$ cat src/rtl/morse_tx_encoder.sv
// Morse key-line transmitter: letter index in, timed ITU mark/space out.
// Optional MORSE_TX_REPEAT_EN adds repeat_i to loop the current letter.
module morse_tx_encoder #(
  parameter int DOT_TIME  = 20,
  parameter int DASH_TIME = 60,
  parameter int GAP_TIME  = 10,
  parameter int CHAR_TIME = 40,
  parameter int CNT_W     = 6
) (
  input  logic       clk_i,
  input  logic       rst_ni,
  input  logic       valid_i,
  input  logic [4:0] letter_i,
  output logic       ready_o,
  input  logic       abort_i,
`ifdef MORSE_TX_REPEAT_EN
  input  logic       repeat_i,
`endif
  output logic       key_o,
  output logic       busy_o,
  output logic       done_o,
  output logic       err_o
);

  typedef enum logic [1:0] {
    IDLE  = 2'd0,
    MARK  = 2'd1,
    SPACE = 2'd2,
    CGAP  = 2'd3
  } state_t;

  localparam logic [CNT_W-1:0] DOT_LD  = CNT_W'(DOT_TIME - 1);
  localparam logic [CNT_W-1:0] DASH_LD = CNT_W'(DASH_TIME - 1);
  localparam logic [CNT_W-1:0] GAP_LD  = CNT_W'(GAP_TIME - 1);
  localparam logic [CNT_W-1:0] CHAR_LD = CNT_W'(CHAR_TIME - 1);

  state_t           state_q, state_d;
  logic [CNT_W-1:0] timer_q, timer_d;
  logic [2:0]       len_q, len_d;
  logic [3:0]       code_q, code_d;
  logic [1:0]       idx_q, idx_d;
  logic             done_q, done_d;
  logic             err_q, err_d;

  logic [6:0]       rom;
  logic [2:0]       rom_len;
  logic [3:0]       rom_code;
  logic [1:0]       rom_first;
  logic [1:0]       first_idx;
  logic             rpt;
  logic             tmr_zero;

`ifdef MORSE_TX_REPEAT_EN
  assign rpt = repeat_i;
`else
  assign rpt = 1'b0;
`endif

  function automatic logic [CNT_W-1:0] sym_ld(input logic dash);
    sym_ld = dash ? DASH_LD : DOT_LD;
  endfunction

  // {len, code}; first symbol at code[len-1], 1=dash
  always_comb begin
    rom = 7'd0;
    case (letter_i)
      5'd0:  rom = {3'd2, 4'b0001};
      5'd1:  rom = {3'd4, 4'b1000};
      5'd2:  rom = {3'd4, 4'b1010};
      5'd3:  rom = {3'd3, 4'b0100};
      5'd4:  rom = {3'd1, 4'b0000};
      5'd5:  rom = {3'd4, 4'b0010};
      5'd6:  rom = {3'd3, 4'b0110};
      5'd7:  rom = {3'd4, 4'b0000};
      5'd8:  rom = {3'd2, 4'b0000};
      5'd9:  rom = {3'd4, 4'b0111};
      5'd10: rom = {3'd3, 4'b0101};
      5'd11: rom = {3'd4, 4'b0100};
      5'd12: rom = {3'd2, 4'b0011};
      5'd13: rom = {3'd2, 4'b0010};
      5'd14: rom = {3'd3, 4'b0111};
      5'd15: rom = {3'd4, 4'b0110};
      5'd16: rom = {3'd4, 4'b1101};
      5'd17: rom = {3'd3, 4'b0010};
      5'd18: rom = {3'd3, 4'b0000};
      5'd19: rom = {3'd1, 4'b0001};
      5'd20: rom = {3'd3, 4'b0001};
      5'd21: rom = {3'd4, 4'b0001};
      5'd22: rom = {3'd3, 4'b0011};
      5'd23: rom = {3'd4, 4'b1001};
      5'd24: rom = {3'd4, 4'b1011};
      5'd25: rom = {3'd4, 4'b1100};
      default: rom = 7'd0;
    endcase
  end

  assign rom_len   = rom[6:4];
  assign rom_code  = rom[3:0];
  assign rom_first = 2'(rom_len - 3'd1);
  assign first_idx = 2'(len_q - 3'd1);
  assign tmr_zero  = (timer_q == '0);

  always_ff @(posedge clk_i or negedge rst_ni) begin
    if (!rst_ni) begin
      state_q <= IDLE;
      timer_q <= '0;
      len_q   <= '0;
      code_q  <= '0;
      idx_q   <= '0;
      done_q  <= 1'b0;
      err_q   <= 1'b0;
    end else begin
      state_q <= state_d;
      timer_q <= timer_d;
      len_q   <= len_d;
      code_q  <= code_d;
      idx_q   <= idx_d;
      done_q  <= done_d;
      err_q   <= err_d;
    end
  end

  always_comb begin
    state_d = state_q;
    timer_d = timer_q;
    len_d   = len_q;
    code_d  = code_q;
    idx_d   = idx_q;
    done_d  = 1'b0;
    err_d   = 1'b0;
    if (state_q != IDLE && abort_i) begin
      state_d = IDLE;
      timer_d = '0;
    end else begin
      unique case (state_q)
        IDLE: begin
          if (valid_i && !abort_i) begin
            if (letter_i > 5'd25) begin
              err_d = 1'b1;
            end else begin
              state_d = MARK;
              len_d   = rom_len;
              code_d  = rom_code;
              idx_d   = rom_first;
              timer_d = sym_ld(rom_code[rom_first]);
            end
          end
        end
        MARK: begin
          if (!tmr_zero) begin
            timer_d = timer_q - 1'b1;
          end else if (idx_q != 2'd0) begin
            state_d = SPACE;
            timer_d = GAP_LD;
            idx_d   = idx_q - 2'd1;
          end else begin
            state_d = CGAP;
            timer_d = CHAR_LD;
          end
        end
        SPACE: begin
          if (!tmr_zero) begin
            timer_d = timer_q - 1'b1;
          end else begin
            state_d = MARK;
            timer_d = sym_ld(code_q[idx_q]);
          end
        end
        CGAP: begin
          if (!tmr_zero) begin
            timer_d = timer_q - 1'b1;
          end else begin
            done_d = 1'b1;
            if (rpt) begin
              state_d = MARK;
              idx_d   = first_idx;
              timer_d = sym_ld(code_q[first_idx]);
            end else begin
              state_d = IDLE;
              timer_d = '0;
            end
          end
        end
        default: begin
          state_d = IDLE;
          timer_d = '0;
        end
      endcase
    end
  end

  always_comb begin
    key_o   = (state_q == MARK);
    busy_o  = (state_q != IDLE);
    ready_o = (state_q == IDLE);
    done_o  = done_q;
    err_o   = err_q;
  end

endmodule

$ cat config.mk
export PLATFORM = sky130hd
export DESIGN_NAME = morse_tx_encoder
export DESIGN_NICKNAME = d
export VERILOG_FILES = /design/src/rtl/morse_tx_encoder.sv
export SDC_FILE = /design/constraint.sdc
export NUM_CORES = 1
export LEC_CHECK = 0
export BUFFER_PORTS_ARGS = -buffer_cell sky130_fd_sc_hd__buf_2
export CORE_UTILIZATION = 53
export DETAILED_ROUTE_END_ITERATION = 16
export PLACE_DENSITY = 0.83
export SYNTH_ARGS = -nofsm -noshare
export SYNTH_HDL_FRONTEND = slang
export SYNTH_SLANG_ARGS = --single-unit
$ cat constraint.sdc
create_clock -name clk_i -period 2 [get_ports clk_i]
set_input_delay 0.2 -clock clk_i [delete_from_list [all_inputs] [get_ports clk_i]]
set_output_delay 0.2 -clock clk_i [all_outputs]
set_load 0.02 [all_outputs]
==> impl_results.md <==
- Status: complete, but fails checks
- Failing checks: setup timing
- Root Buffer: clkbuf_4
- DRC Markers: 0
- GPL Wtd Cong: 1.08
- Syn_area_per_cell: 8.41 µm²
- Fin util: 0.691
- Sequential Area: 400 µm²
- Num rows: 18
- Filler cell count: 168
- Detailed placer's ending HPWL: 2930 µm
- Vias in the first global route: 1359
- # nets final: 229
- CTS Buf Count: 3
- Final setup fails: 1
- Total GRT Usage: 0.279
- Via/cell ratio: 6.06
- Multi-input logic area: roughly 940 µm²
- Net Sw Frac: 0.453
- Static leakage: around 0.00085 µW
- Net Sw Power: ~920 µW
- EDFF count, synth: 0
- Clk slew on worst S/H paths: 0.10 ns
- Netlist cell types: 50
- Final Max Tran Viols: 0
- Starting density of the core: 0.566
- CP Launch Point: timer_q[1]
- # IOs: 14
- Hold slack final: roughly 0.15 ns
- Layout cells sized above 1: 0.297
- First-pass GRT wire length: 5820 µm
- Critical path class: reg2reg
- H-tree level count: 1
- Slew headroom: 0.728
- Pint: 1120 µW
- Initial antenna violation count: 0
- Final worst slack: -0.0193 ns
- Syn Inst Count: 170
- Seq/Total Area, Yosys: 0.280
- Most common cell after layout, fill and taps aside: buf_4
- DIE WIDTH: 53.9 µm
- Max_cap viols: 0
- Worst path max stage delay: 0.40 ns
- CTS Sinks: 16
- CP max-delay cell: dfrtp_1
- Final min period: 2.02 ns
- Reg-to-Reg Start: timer_q[1]
- Worst EP required: approximately 2.2 ns
- Asr flop ratio synth: 1.00
- Most frequent cells in the layout: buf_4, nand2_1, dfrtp_1, buf_2
- Top cells by area, synth: dfrtp_1, ha_1, nand2_1
- Startpoint Class: register
- Total wire length: 3810 µm
- Post-synthesis instance area: 1430 µm²
- WL per Instance: 15.9 µm
- Crit Path Max Fanout: 5
- Final setup TNS: -0.0193 ns
- Antenna viol nets, final: 0
- Port bufs: 13
- Worst-Skew Late Latency: 0.29 ns
- Die Area: 2910 µm²
- Clk pwr share: 0.081
- FMAX: 495 MHz
- RSZ-0062 raised after global routing: true
- CP arrival: approximately 2.2 ns
- Via Count: 1448
- Yosys synthesis warning count: 0
- Logic gate share of total power: 0.642
- Clk buf depth: 2
- Syn_nets: ~190
- Area growth syn-to-layout: 22.0%
- Final Skew: 0.0166 ns
- Min-delay worst type: in2reg
- # diodes: 0
- Final worst path period share: 1.01
- Min-delay src: abort_i
- TritonCTS clock tree: built
- Synth area leader: dfrtp_1
- Core ar.: around 2500 µm²
- Crit-path cells: inv_2 -> ha_4 -> or2b_4 -> o31ai_4 -> nand2_1 -> a211o_1 -> buf_4 -> a21oi_1 -> o21ai_1
- Die height: 53.9 µm
- Synthesis-stage register bit count: 16
- Worst setup EP type: register
- Ys flop type: dfrtp_1
- Top cell type's share of synthesized area: 0.280
- First-pass detailed-route iteration total: 4
- Starting DRT DRC Count: 84
- Largest net degree at the start of global routing: 17
- Worst slew pin tran: 0.405 ns
- Overall power: 2040 µW
- VDD IR-drop max: 1110 µV
- Final hold viol count: 0
- Pwr dens: 1170 nW/µm²
- Seq pwr share: 0.277
- Congestion Overflow GR: 0
-- synth_stat cells, types with 2 or more instances --
| cell type | n |
|---|---|
| nand2b_1 | 2 |
| o21ai_1 | 2 |
| xnor2_1 | 2 |
| nor2_1 | 11 |
| xor2_1 | 2 |
| a21oi_1 | 9 |
| o211ai_1 | 2 |
| dfrtp_1 | 16 |
| nor3_1 | 5 |
| o21ai_0 | 13 |
| nand2_1 | 25 |
| mux2i_1 | 4 |
| or2_2 | 2 |
| inv_1 | 12 |
| a21o_1 | 2 |
| or3_1 | 3 |
| o31ai_1 | 2 |
| and3_1 | 3 |
| ha_1 | 9 |
| buf_6 | 3 |
| buf_2 | 2 |
| nor2b_1 | 11 |
-- power by group through the flow --
stage	clock network, µW	registers [µW]	logic [µW]
floorplan	0	523	827
global placement	0	551	1080
detailed placement	0	563	1140
CTS	165	555	1170
global route	181	579	1420
finish	165	565	1310
-- flip-flops by register name (all words and copies together), names as in the netlist --
name / count
done_o: 1
state_q: 2
timer_q: 6
err_o: 1
code_q: 4
idx_q: 2
-- logic make-up after synthesis --
group	synth area share
AOI/OAI and AO/OA	0.229
xor gates and xnor gates	0.0245
adders and majority gates	0.0788
buffers and inverters	0.0700
DFF	0.280
muxes	0.0517
and+or+nand+nor	0.266
-- per-layer routing --
metal	GRT usage	wire length, µm	share of wire
met1	0.359	1580	0.41
met2	0.459	1760	0.46
met3	0.0650	372	0.098
met4	0.0833	92	0.024
met5	0	0	0
-- critical path: cells and delay by family, from the launching register on --
family / cells / cell delay (ns)
flops: 1 / 0.40
simple gates: 2 / 0.38
buf+inv: 2 / 0.25
fa+ha+maj: 1 / 0.12
compound gates: 4 / 0.76
-- worst paths after layout --
kind,end,slack (ns),cells after the start
max in group asynchronous,code_q[1],1.38,2
min,state_q[1],0.15,2
min reg2reg,code_q[3],0.48,2
max,idx_q[0],-0.02,9
min in group asynchronous,done_o,0.34,2
max reg2reg,idx_q[0],-0.02,9
-- stage by stage --
stage	cell area, µm²	cells	setup WS (ns)
after floorplan	1430	170	0.0281
after global placement	1660	230	-0.129
after detailed placement	1660	230	-0.151
after CTS	1700	235	0.0410
after global routing	1740	239	-0.0551
final	1740	239	-0.0193
-- cell type report --
class | count | area share
multi-input combinational | 135 | 0.542
inverter | 12 | 0.0258
tap | 30 | 0.0215
clock buffer | 3 | 0.0129
timing repair buffer | 43 | 0.168
sequential | 16 | 0.230
-- timing repair --
action,4_1_cts,5_1_grt
endpoints found under the hold margin,16,0
buffers inserted,1,4
gates resized for setup,1,6
pin swaps,2,5
hold buffers,1,0
setup endpoints to repair,1,3
No activity file was read; power rests on OpenSTA's default activity.
